`config.mk`:
```
export PLATFORM = sky130hd
export DESIGN_NAME = fir_coeff_loader
export DESIGN_NICKNAME = d
export VERILOG_FILES = /design/src/rtl/fir_coeff_loader.sv
export SDC_FILE = /design/constraint.sdc
export NUM_CORES = 1
export LEC_CHECK = 0
export ABC_AREA = 1
export CAP_MARGIN = 10
export CORE_UTILIZATION = 40
export CTS_CLUSTER_DIAMETER = 50
export CTS_CLUSTER_SIZE = 40
export DETAILED_ROUTE_END_ITERATION = 7
export PLACE_DENSITY_LB_ADDON = 0.15
export SYNTH_ARGS = -nofsm -noshare
export SYNTH_HDL_FRONTEND = slang
export SYNTH_SLANG_ARGS = --single-unit
```
`constraint.sdc`:
```
create_clock -name clk -period 4 [get_ports clk]
set_clock_uncertainty 0.2 [all_clocks]
set_input_delay 1.2 -clock clk [delete_from_list [all_inputs] [get_ports clk]]
set_output_delay 1.2 -clock clk [all_outputs]
set_load 0.03 [all_outputs]
```
`src/rtl/fir_coeff_loader.sv`:
```
// Double-buffered FIR coefficient loader: beats fill a shadow bank, and a sample
// strobe copies the whole bank into the active coefficients in one edge.
//
// state | meaning
// IDLE  | waiting for the first beat of a load (index is 0)
// LOAD  | collecting beats into the shadow bank
// ARMED | full bank held in shadow, waiting for sample_strobe to commit
module fir_coeff_loader #(
    parameter int WIDTH = 16,
    parameter int DELAY = 8
) (
    input  logic                            clk,
    input  logic                            rst,
    input  logic                            cfg_valid,
    output logic                            cfg_ready,
    input  logic [WIDTH-1:0]                cfg_data,
    input  logic                            cfg_last,
    input  logic                            cfg_abort,
    input  logic                            sample_strobe,
    output logic [0:DELAY-1][WIDTH-1:0]     coeff,
    output logic                            busy,
    output logic                            commit,
    output logic                            err_len
);

    localparam int IDXW = (DELAY > 1) ? $clog2(DELAY) : 1;
    localparam logic [IDXW-1:0] LAST_IDX = IDXW'(DELAY - 1);

    typedef enum logic [1:0] {
        IDLE  = 2'd0,
        LOAD  = 2'd1,
        ARMED = 2'd2
    } state_t;

    state_t                         state, state_nxt;
    logic [IDXW-1:0]                idx, idx_nxt;
    logic [0:DELAY-1][WIDTH-1:0]    shadow;
    logic                           ready_en;
    logic                           accept;
    logic                           wr_en;
    logic                           copy_en;
    logic                           commit_nxt;
    logic                           err_nxt;

    // ready_en keeps cfg_ready low through reset and rises on the first edge after it
    assign cfg_ready = ready_en && (state != ARMED);
    assign accept    = cfg_valid && cfg_ready;
    assign busy      = (state != IDLE);

    always_comb begin
        state_nxt  = state;
        idx_nxt    = idx;
        wr_en      = 1'b0;
        copy_en    = 1'b0;
        commit_nxt = 1'b0;
        err_nxt    = 1'b0;
        if (cfg_abort) begin
            state_nxt = IDLE;
            idx_nxt   = '0;
        end else begin
            case (state)
                IDLE, LOAD: begin
                    if (accept) begin
                        wr_en = 1'b1;
                        if (cfg_last && (idx == LAST_IDX)) begin
                            state_nxt = ARMED;
                            idx_nxt   = '0;
                        end else if (cfg_last || (idx == LAST_IDX)) begin
                            state_nxt = IDLE;
                            idx_nxt   = '0;
                            err_nxt   = 1'b1;
                        end else begin
                            state_nxt = LOAD;
                            idx_nxt   = idx + 1'b1;
                        end
                    end
                end
                ARMED: begin
                    if (sample_strobe) begin
                        copy_en    = 1'b1;
                        commit_nxt = 1'b1;
                        state_nxt  = IDLE;
                    end
                end
                default: begin
                    state_nxt = IDLE;
                    idx_nxt   = '0;
                end
            endcase
        end
    end

    always_ff @(posedge clk or negedge rst) begin
        if (!rst) begin
            state    <= IDLE;
            idx      <= '0;
            ready_en <= 1'b0;
            commit   <= 1'b0;
            err_len  <= 1'b0;
            shadow   <= '0;
            coeff    <= '0;
        end else begin
            state    <= state_nxt;
            idx      <= idx_nxt;
            ready_en <= 1'b1;
            commit   <= commit_nxt;
            err_len  <= err_nxt;
            if (wr_en) begin
                shadow[idx] <= cfg_data;
            end
            if (copy_en) begin
                coeff <= shadow;
            end
        end
    end

endmodule
```
# --- Word level (Yosys, flattened, before mapping) ---
# Cells that the tools add are included.
totals:
  reg_bits: 264
  out_inout_bits: 132
  wordCells: 67
  input_bits: 22
op_classes:
  magnitude_cmp: 2
  muxes: 25
  reduce_logical: 10
  eq_ne: 7
  bitwise: 1
  add_sub_neg: 1
op_table:
  columns: ["op", "count"]
  rows:
  - ["128-bit bitwise mux", 1]
  - ["16-bit demux with 3-bit select", 1]
  - ["16-bit 2-to-1 mux", 1]
  - ["1-bit 2-to-1 mux", 12]
  - ["3-bit 2-to-1 mux", 4]
  - ["2-bit 2-to-1 mux", 4]
  - ["3-bit != test (second input constant)", 2]
  - ["3-bit one-hot mux with 2 select lines", 1]
  - ["4-bit greater-or-equal comparator (second input constant)", 1]
  - ["1-bit logical AND", 4]
  - ["4-bit by 1-bit less-than comparator with 1-bit output (second input constant)", 1]
  - ["2-bit != test (second input constant)", 2]
  - ["3-bit NOT with 4-bit output", 1]
  - ["2-bit one-hot mux with 2 select lines", 1]
  - ["2-bit AND reduction", 2]
  - ["3-bit by 1-bit adder with 3-bit output (second input constant)", 1]
  - ["3-bit == test (second input constant)", 1]
  - ["2-bit by 1-bit == test with 1-bit output (second input constant)", 1]
  - ["2-bit == test (second input constant)", 1]
  - ["2-bit logical NOT", 1]
  - ["2-bit nonzero test", 1]
  - ["2-bit OR reduction", 1]
  - ["1-bit logical OR", 1]

# --- Logic depth before layout (Yosys ltp) ---
depth:
  depth_word: 7
  mapped_depth: 9
  ltp_nobuf: 8

# --- Least setup slack after synthesis ---
# Ideal clock, no wire load.
synth_timing:
  path_type: "input-to-reg"
  start: "input port cfg_abort"
  end: "register shadow[117] in the netlist's numbering"
  n_path_buf: 2
  setup_ps: 117
  slack_ps: 1602
  t_arrival_ps: 2081
  path_stages: 8
  path_cell_list: "nor2_2 -> inv_2 -> nor2_1 -> buf_4 -> nand2_1 -> buf_2 -> nand2_1 -> nand2_1"
synth_between:
  elab_chain_len: 1
synth_rtl:
  columns: ["item", "line", "text"]
  rows:
  - ["start: declaration", "18", "input logic cfg_abort,"]
  - ["1-bit 2-to-1 mux", "57", "if (cfg_abort) begin"]
  - ["end signal: indexed assignment", "109", "shadow[idx] <= cfg_data;"]
  - ["end: declaration", "37", "logic [0:DELAY-1][WIDTH-1:0] shadow;"]
# Every way passes these cells.
# A chain may end at the register's enable or synchronous reset.

# --- Worst setup path in the final report ---
layout_timing:
  start: "register state[1]"
  end: "output port cfg_ready"
layout_between:
  elab_chain_len: 2
layout_rtl:
  columns: ["item", "line", "text"]
  rows:
  - ["start: declaration", "35", "state_t state, state_nxt;"]
  - ["start signal: assignment", "103", "state <= state_nxt;"]
  - ["2-bit != test", "46", "assign cfg_ready = ready_en && (state != ARMED);"]
  - ["1-bit logical AND", "46", null]
  - ["end: declaration", "15", "output logic cfg_ready,"]
# Every way passes these cells.

==> key figures <==
Synth
  • Cell Area, Synth: 10460 sq um
  • Complex-gate fraction of the synthesized area: 0
  • Yosys cell types: 19
  • Yosys reg bits: 264
  • Yosys warnings: 0
  • Number of synthesized flops with an enable pin: 0
  • Post-Synth Adder-Cell Area: 0.004786
  • XOR/XNOR share of the synthesized area: 0
  • Synth Flop Type: dfrtp_1
  • Async S/R FF share, synth: 1.000
  • Mux cell area share after synthesis: 0
  • Register area share after synthesis: 0.6317
  • Syn_area_per_cell: 8.877 sq um
  • Syn Nets: 1204
  • Simple-Gate Fraction of Synth Area: 0.3198
  • Largest family of logic cells by synthesized area: simple AND/OR/NAND/NOR gates
  • Post-Synthesis Cells: 1178

Global routing
  • Antenna violations before repair: 0
  • Vias in the first global route: 7533
  • Remaining Overflow, GRT: 0
  • Largest net degree at the start of global routing: 129
  • Global-route wire length before repair: 42770 um
  • GRT Util Overall: 0.2066

Power and ir drop
  • Pleak: 0.007011 uW
  • Clock power frac: 0.449
  • Reg power frac: 0.499
  • Worst ir drop on vdd: 0.0002232 V
  • Cell internal pwr: 4296 uW
  • Power Density: 437.7 nW/um^2
  • Sw Share: 0.2525
  • Comb pwr share: 0.052
  • Sw Pwr: 1451 uW

Floorplanning
  • Die ar.: 26790 sq um
  • Core Area: 25400 sq um
  • Die Y: 163.7 um
  • Starting density of the core: 0.4117
  • FP Rows: 58
  • Width of the die: 163.7 um
  • Top-Level Pins: 154

Setup path
  • Critical R2R Capture: shadow[16]$_DFFE_PN0P_
  • Critical Path Fanout Max: 4
  • CP cell instances: nand2_1 > inv_1 > nor2_1 > clkdlybuf4s50_1
  • WS Path Type: reg -> out
  • R2r setup slk: 1420 ps
  • Critical Path RT: 2600 ps
  • FF-to-FF path depth: 5
  • CP Data Arrival Time: 2010 ps
  • CP startpoint kind: flip-flop
  • R2R Path Start: idx[2]$_DFFE_PN0P_
  • Critical path endpoint category: output port
  • Slowest cell delay on critical path: 700 ps
  • CP max-delay cell: clkdlybuf4s50_1

Timing
  • Unrepaired setup endpoints after global routing: false
  • Minimum clock period: 3413 ps
  • F_max: 293.0 MHz
  • Measured slew at the worst slew-check pin: 759.3 ps
  • Fin crit share: 0.8533
  • Final hold vios: 0
  • Setup tns final: 0 ps
  • Max Slew Vio Count: 0
  • Max-slew headroom: 0.4922
  • Final WS setup: 586.8 ps
  • Final setup violation count: 0

Final layout
  • N_diodes: 0
  • Layout Area Growth over Synthesis: 25.57%
  • Final net count: 1322
  • Util after Layout: 0.5170
  • Post-Layout Inst Area: 13130 sq um
  • Layout cells sized above 1: 0.06383
  • Most frequent cells in the layout: 661 x nand2_1, 264 x dfrtp_1, 152 x clkdlybuf4s50_1
  • Commonest non-fill, non-tap cell in the layout: nand2_1
  • Layout fillers: 2445

Placement
  • Cell Area, Placed: 12210 sq um
  • Place WS: 572.3 ps
  • Port Buf Inserts: 153
  • GP Congestion: 0.7685
  • DP HPWL: 16310 um

Hold path
  • Min-Delay Path Class: reg -> reg
  • Worst hold path depth: 2
  • Worst Hold Path EP: coeff[35]$_DFFE_PN0P_
  • Worst min-delay path startpoint: shadow[35]$_DFFE_PN0P_

Clock network
  • Worst skew pair latency: 540 ps
  • Post-CTS Setup Repair Bufs: 0
  • Deepest clock path buffer count: 3
  • Root buf cell: clkbuf_16
  • Post-CTS Resized: 0
  • CTS Buf Count: 27
  • H-tree Lvls: 1
  • Cts hold-fix bufs: 0
  • # clock sinks: 264
  • CTS tree: done
  • Clock transition at path regs: 70 ps

Route
  • WL/cell: 16.46 um
  • Routed Antenna Nets: 0
  • DRT Wirelength: 27100 um
  • DR iter-0 viols: 648
  • Post-DR vias/cell: 4.914
  • First-pass DRT Iterations: 5
  • DR DRC count: 0
  • Vias: 8088

Flow run
  • Max_cap viols: 0

Outcome
  • Outcome: complete, no violations
==> cells by family after synthesis <==
kind of cell	after synthesis
and+or+nand+nor	817
DFF	264
buffers and inverters	92
adders and majority gates	4
other	1
==> area by class of cell <==
class,instances,area [sq um],area share
Tap cell,330,412.9,0.03144
Multi-Input combinational cell,822,3418,0.2603
Clock inverter,18,201.4,0.01534
Timing Repair Buffer,167,1717,0.1307
Clock buffer,31,720.7,0.05488
Sequential cell,264,6606,0.5031
Inverter,14,55.05,0.004192
==> flip-flops by register name (all words and copies together), names as in the netlist <==
register  flops
state         2
ready_en      1
commit        1
err_len       1
shadow      128
idx           3
coeff       128
==> layer usage <==
| layer | vias up | track usage | wire, um |
|---|---|---|---|
| li1 | 3891 | - | - |
| met1 | 3960 | 0.3049 | 12830 |
| met2 | 203 | 0.3240 | 12520 |
| met3 | 34 | 0.02500 | 1219 |
| met4 | 0 | 0.05093 | 521 |
| met5 | - | 0 | 0 |
==> power groups by stage <==
stage / clock network (uW) / logic, uW / registers [uW]
after global routing: 2750 / 342 / 2880
after detailed placement: 0 / 304 / 2920
final: 2580 / 298 / 2870
after CTS: 2640 / 305 / 2870
after floorplan: 0 / 169 / 2890
after global placement: 0 / 295 / 2920
==> synthesized netlist by cell type, types with 2 or more instances <==
library cell	n	area [sq um]
nor2_1	6	22.52
inv_2	4	15.01
ha_1	4	50.05
nand3_1	132	660.6
dfrtp_1	264	6606
nor3_4	6	97.59
clkbuf_1	18	67.56
buf_1	4	15.01
nor2_2	3	18.77
nand2_1	661	2481
nand2_2	4	25.02
nand3b_1	2	15.01
buf_4	15	112.6
inv_1	10	37.54
buf_2	41	205.2
==> critical path: cells and delay by family, from the launching register on <==
kind	cells	cell delay (ps)
and+or+nand+nor	2	280
buffers and inverters	2	800
DFF	1	400
==> worst max path at each step <==
stage	from	end	cells after the start	slack, ps
floorplan	cfg_abort	shadow[117]$_DFFE_PN0P_	8	1600
global placement	cfg_abort	shadow[21]$_DFFE_PN0P_	7	660
detailed placement	cfg_abort	shadow[16]$_DFFE_PN0P_	7	570
CTS	state[1]$_DFFE_PN0P_	cfg_ready	4	570
global route	state[1]$_DFFE_PN0P_	cfg_ready	4	530
finish	state[1]$_DFFE_PN0P_	cfg_ready	4	590
==> stage by stage <==
stage	hold slack (ps)	instances	total power, uW
after global placement	253.5	1597	3212
final	266.4	1646	5747
after detailed placement	251.3	1597	3221
after CTS	270.6	1646	5810
after global routing	284.6	1646	5974
after floorplan	242.2	1178	3063
(Power assumes the default switching activity.)
